--- src/rtl/regfile_bypass.sv ---
// 32-entry register file with two combinational read ports and EX/MEM/WB
// forwarding so dependent back-to-back ops read the youngest in-flight value.

module regfile_bypass_rd #(
    parameter int DATA_W    = 32,
    parameter int ADDR_W    = 5,
    parameter bit BYPASS_EN = 1'b1
) (
    input  logic              rst,
    input  logic              re,
    input  logic [ADDR_W-1:0] raddr,
    input  logic [DATA_W-1:0] arr_data,
    input  logic              we,
    input  logic [ADDR_W-1:0] waddr,
    input  logic [DATA_W-1:0] wdata,
    input  logic              ex_wreg,
    input  logic [ADDR_W-1:0] ex_wd,
    input  logic [DATA_W-1:0] ex_wdata,
    input  logic              mem_wreg,
    input  logic [ADDR_W-1:0] mem_wd,
    input  logic [DATA_W-1:0] mem_wdata,
    output logic [DATA_W-1:0] rdata
);
    // Youngest source wins: EX, then MEM, then the retiring WB write, then the array.
    always_comb begin
        rdata = '0;
        if (!rst || !re || raddr == '0)
            rdata = '0;
        else if (BYPASS_EN && ex_wreg && ex_wd == raddr)
            rdata = ex_wdata;
        else if (BYPASS_EN && mem_wreg && mem_wd == raddr)
            rdata = mem_wdata;
        else if (we && waddr == raddr)
            rdata = wdata;
        else
            rdata = arr_data;
    end
endmodule

module regfile_bypass #(
    parameter int DATA_W    = 32,
    parameter int ADDR_W    = 5,
    parameter int NREG      = 32,
    parameter bit BYPASS_EN = 1'b1
) (
    input  logic              clk,
    input  logic              rst,
    input  logic              we,
    input  logic [ADDR_W-1:0] waddr,
    input  logic [DATA_W-1:0] wdata,
    input  logic              re1,
    input  logic [ADDR_W-1:0] raddr1,
    output logic [DATA_W-1:0] rdata1,
    input  logic              re2,
    input  logic [ADDR_W-1:0] raddr2,
    output logic [DATA_W-1:0] rdata2,
    input  logic              ex_wreg_i,
    input  logic [ADDR_W-1:0] ex_wd_i,
    input  logic [DATA_W-1:0] ex_wdata_i,
    input  logic              mem_wreg_i,
    input  logic [ADDR_W-1:0] mem_wd_i,
    input  logic [DATA_W-1:0] mem_wdata_i
);
    localparam int NUM_PORTS = 2;

    logic [NREG-1:0][DATA_W-1:0]      regs;
    logic [NUM_PORTS-1:0]             re;
    logic [NUM_PORTS-1:0][ADDR_W-1:0] raddr;
    logic [NUM_PORTS-1:0][DATA_W-1:0] rdata;

    assign re     = {re2, re1};
    assign raddr  = {raddr2, raddr1};
    assign rdata1 = rdata[0];
    assign rdata2 = rdata[1];

    // r0 is never written, so it stays at its reset value of zero.
    always_ff @(posedge clk or negedge rst) begin
        if (!rst)
            regs <= '0;
        else if (we && waddr != '0)
            regs[waddr] <= wdata;
    end

    for (genvar p = 0; p < NUM_PORTS; p++) begin : g_rd
        regfile_bypass_rd #(
            .DATA_W   (DATA_W),
            .ADDR_W   (ADDR_W),
            .BYPASS_EN(BYPASS_EN)
        ) u_rd (
            .rst      (rst),
            .re       (re[p]),
            .raddr    (raddr[p]),
            .arr_data (regs[raddr[p]]),
            .we       (we),
            .waddr    (waddr),
            .wdata    (wdata),
            .ex_wreg  (ex_wreg_i),
            .ex_wd    (ex_wd_i),
            .ex_wdata (ex_wdata_i),
            .mem_wreg (mem_wreg_i),
            .mem_wd   (mem_wd_i),
            .mem_wdata(mem_wdata_i),
            .rdata    (rdata[p])
        );
    end
endmodule

--- config.mk ---
export PLATFORM = sky130hd
export DESIGN_NAME = regfile_bypass
export DESIGN_NICKNAME = d
export VERILOG_FILES = /design/src/rtl/regfile_bypass.sv
export SDC_FILE = /design/constraint.sdc
export NUM_CORES = 2
export LEC_CHECK = 0
export ABC_AREA = 1
export CORE_MARGIN = 5
export CORE_UTILIZATION = 40
export DETAILED_ROUTE_END_ITERATION = 10
export PLACE_DENSITY_LB_ADDON = 0.05
export RECOVER_POWER = 100
export SLEW_MARGIN = 20
export SYNTH_ARGS = -nofsm -noshare
export SYNTH_HDL_FRONTEND = slang
export SYNTH_SLANG_ARGS = --single-unit
--- constraint.sdc ---
create_clock -name clk -period 2.3 [get_ports clk]
set_input_delay 0.46 -clock clk [delete_from_list [all_inputs] [get_ports clk]]
set_output_delay 0.46 -clock clk [all_outputs]
set_load 0.05 [all_outputs]
==> flow_summary.json <==
{
  "critPathCapture": "rdata1[24]",
  "ff2ff_path_depth": 4,
  "drc": 0,
  "cts_sinks": 1024,
  "p_leak_nw": 35.5,
  "vias_per_cell": 5.97,
  "cts_tree": "yes",
  "reg2reg_to": "regs[356]$_DFFE_PN0P_",
  "port_buffers": 191,
  "vias": 64900,
  "hold_violations": 0,
  "critPathCaptureType": "output port",
  "r2r_slack_ns": 1.32,
  "startpoint": "waddr[3]",
  "routed_wl_um": 300000,
  "cts-htree-levels": 3,
  "start_util": 0.403,
  "syn_area_sq_mm": 0.0578,
  "cts_buffer_depth": 3,
  "die_h_um": 390,
  "worst-path-max-fanout": 6,
  "rsz0062_at_grt": "yes",
  "largestRegisters": "regs: 1024 flops",
  "cts_root_buf": "clkbuf_16",
  "p_per_area_mw_per_mm2": 748,
  "holdWs_ns": 0.378,
  "peakVddDrop_uv": 660,
  "syn_inst": 8343,
  "synth_seq_area_share": 0.444,
  "syn_avg_cell_area_sq_um": 6.92,
  "syn-num-nets": 8471,
  "regMostFlops": "regs",
  "critPathKind": "in -> out",
  "postRouteAntennaNets": 0,
  "maxSlewHeadroom": 0.0289,
  "grt_antenna_before_repair": 11,
  "cp_data_required_time_ns": 1.84,
  "postLayoutCoreUtil": 0.555,
  "status": "finished with violations",
  "dpl_cell_area_sq_mm": 0.0690,
  "die-area_sq_mm": 0.152,
  "drive_gt1_frac": 0.215,
  "fin_crit_sh": 1.27,
  "core-area_sq_mm": 0.143,
  "std_cell_rows": 139,
  "drt-initial-drc-count": 8776,
  "design_area_sq_mm": 0.0796,
  "io_pins": 192,
  "cts_inserted_buffers": 120,
  "grt_start_max_net_pins": 142,
  "fin_nets": 8995,
  "synth_area_leaders": "dfrtp_1 44%, nand2_1 17%, o21ai_0 14%",
  "largest_reg_flops": 1024,
  "maxSlewViolCount": 0,
  "finClkSkew_ns": 0,
  "synth_top_area_share": 0.444,
  "cp.arrival_ns": 2.46,
  "grt_overflow": 0,
  "gp_congestion": 0.937,
  "startpoint_type": "input pin",
  "clkLatencyLatePin_ns": 0.74,
  "post-place-ws_ns": -0.870,
  "track_usage": 0.375,
  "wire_per_inst_um": 27.6,
  "r2r_start": "regs[356]$_DFFE_PN0P_",
  "clk_pin_slew_ns": 0.05,
  "dieWidth_um": 390,
  "hp-class": "reg -> reg",
  "violations": "negative setup slack",
  "area_delta_synth_final_pct": 37.9,
  "ys_warn_count": 0,
  "grt_pass1_wl_um": 423000,
  "setup_viol_count_final": 830,
  "drt-pass1-iter-count": 7,
  "synth_top_area_cell": "dfrtp_1",
  "dpl.hpwl_um": 186000,
  "dp_cells": 10400,
  "stdcell_count": 10900,
  "synthDistinctLibCells": 26,
  "period_needed_ns": 2.92,
  "drv_cap": 0,
  "setup_ws_ns": -0.623,
  "grt_pass1_vias": 59100,
  "worst_pin_slew_ns": 1.46,
  "synth-seq-cells": 1024,
  "whs_path_depth": 0,
  "max_freq_ghz": 0.342
}
cells in the mapped netlist:
| master | n |
|---|---|
| clkbuf_1 | 522 |
| clkinv_1 | 3 |
| inv_2 | 12 |
| buf_4 | 13 |
| xor2_1 | 6 |
| nor2_1 | 561 |
| nand2_1 | 2567 |
| o211ai_1 | 63 |
| nor4_4 | 3 |
| o22ai_1 | 77 |
| a21boi_0 | 49 |
| nand4_1 | 5 |
| a21oi_1 | 673 |
| o21ai_1 | 98 |
| nor2_2 | 2 |
| buf_2 | 147 |
| a211oi_1 | 2 |
| nor3_2 | 9 |
| inv_1 | 316 |
| buf_1 | 61 |
| o21ai_0 | 1665 |
| nand3_2 | 1 |
| dfrtp_1 | 1024 |
| nor3_1 | 17 |
| nor2_4 | 3 |
| nand3_1 | 444 |
final cells by class:
class / count / area [sq um]
Fill cell: 13500 / 63800
Multi-Input combinational cell: 6245 / 31800
Sequential cell: 1024 / 25600
Timing Repair Buffer: 1143 / 14200
Clock buffer: 168 / 3510
Tap cell: 1903 / 2380
Inverter: 331 / 1330
Clock inverter: 53 / 692
Timing Repair inverter: 2 / 17.5
Antenna cell: 3 / 7.51
cell families (layout without fill, tap and decap cells):
| family | Yosys count | count (layout) | share of synthesized area |
|---|---|---|---|
| buffers and inverters | 1074 | 1697 | 0.0738 |
| AND/OR/NAND/NOR | 3612 | 3612 | 0.247 |
| flip-flops | 1024 | 1024 | 0.444 |
| other | 0 | 3 | 0 |
| AO/OA/AOI/OAI | 2627 | 2627 | 0.234 |
| XOR/XNOR | 6 | 6 | 0.000910 |
worst max-delay path, cell delays in order:
cell	delay [ns]
clkdlybuf4s25_1	0.36
inv_1	0.12
buf_6	0.15
o22ai_4	0.14
nor2_4	0.07
nand3_4	0.07
buf_12	0.15
buf_8	0.13
clkbuf_16	0.17
nor2_1	0.05
nor2_1	0.18
nand2_4	0.07
a21oi_4	0.16
buf_12	0.15
power by group:
part	leakage, nW	internal (mW)	switching (mW)
sequential	13.1	21.4	2.56
clock	2.08	12.1	8.43
combinational	20.3	6.08	8.91
total	35.5	39.7	19.9
worst min-delay path by stage:
stage	from	endpoint	slack [ns]
CTS	rst	regs[399]$_DFFE_PN0P_	0.34
global placement	regs[29]$_DFFE_PN0P_	regs[29]$_DFFE_PN0P_	0.36
global route	regs[14]$_DFFE_PN0P_	regs[14]$_DFFE_PN0P_	0.39
finish	regs[2]$_DFFE_PN0P_	regs[2]$_DFFE_PN0P_	0.38
detailed placement	regs[17]$_DFFE_PN0P_	regs[17]$_DFFE_PN0P_	0.37
floorplan	rst	regs[0]$_DFFE_PN0P_	0.16
through the flow:
stage	setup TNS [ns]	power, mW
2_1_floorplan	-4.93	31.0
3_3_place_gp	-91.98	36.4
3_5_place_dp	-103.02	36.7
4_1_cts	-33.73	58.5
5_1_grt	-301.84	62.2
6_report	-140.12	59.6
placed cells by master (no fill, tap or decap), types with 101 or more instances in the layout:
master           instances
nand3_1                263
o21ai_1                262
a21oi_1                476
nor2_1                 504
inv_1                  272
nand2_1               2422
nand3_2                121
dfrtp_1               1024
clkdlybuf4s50_1        101
o21ai_0               1444
a21oi_2                107
clkbuf_16              145
buf_12                 246
buf_4                  454
routing by layer:
| layer | wire length [um] | track usage | vias to the layer above |
|---|---|---|---|
| li1 | - | - | 28700 |
| met3 | 39700 | 0.101 | 826 |
| met4 | 16300 | 0.165 | 6 |
| met2 | 124000 | 0.540 | 4177 |
| met1 | 120000 | 0.528 | 31200 |
| met5 | 38 | 0 | - |
what timing repair did:
action,CTS,global route
endpoints found under the hold margin,17,0
setup endpoints to repair,64,64
pin swaps,245,369
resized for setup,732,612
hold buffers,1,0
cloned,50,22
setup buffers,126,54
Power figures use the tool's default switching activity.
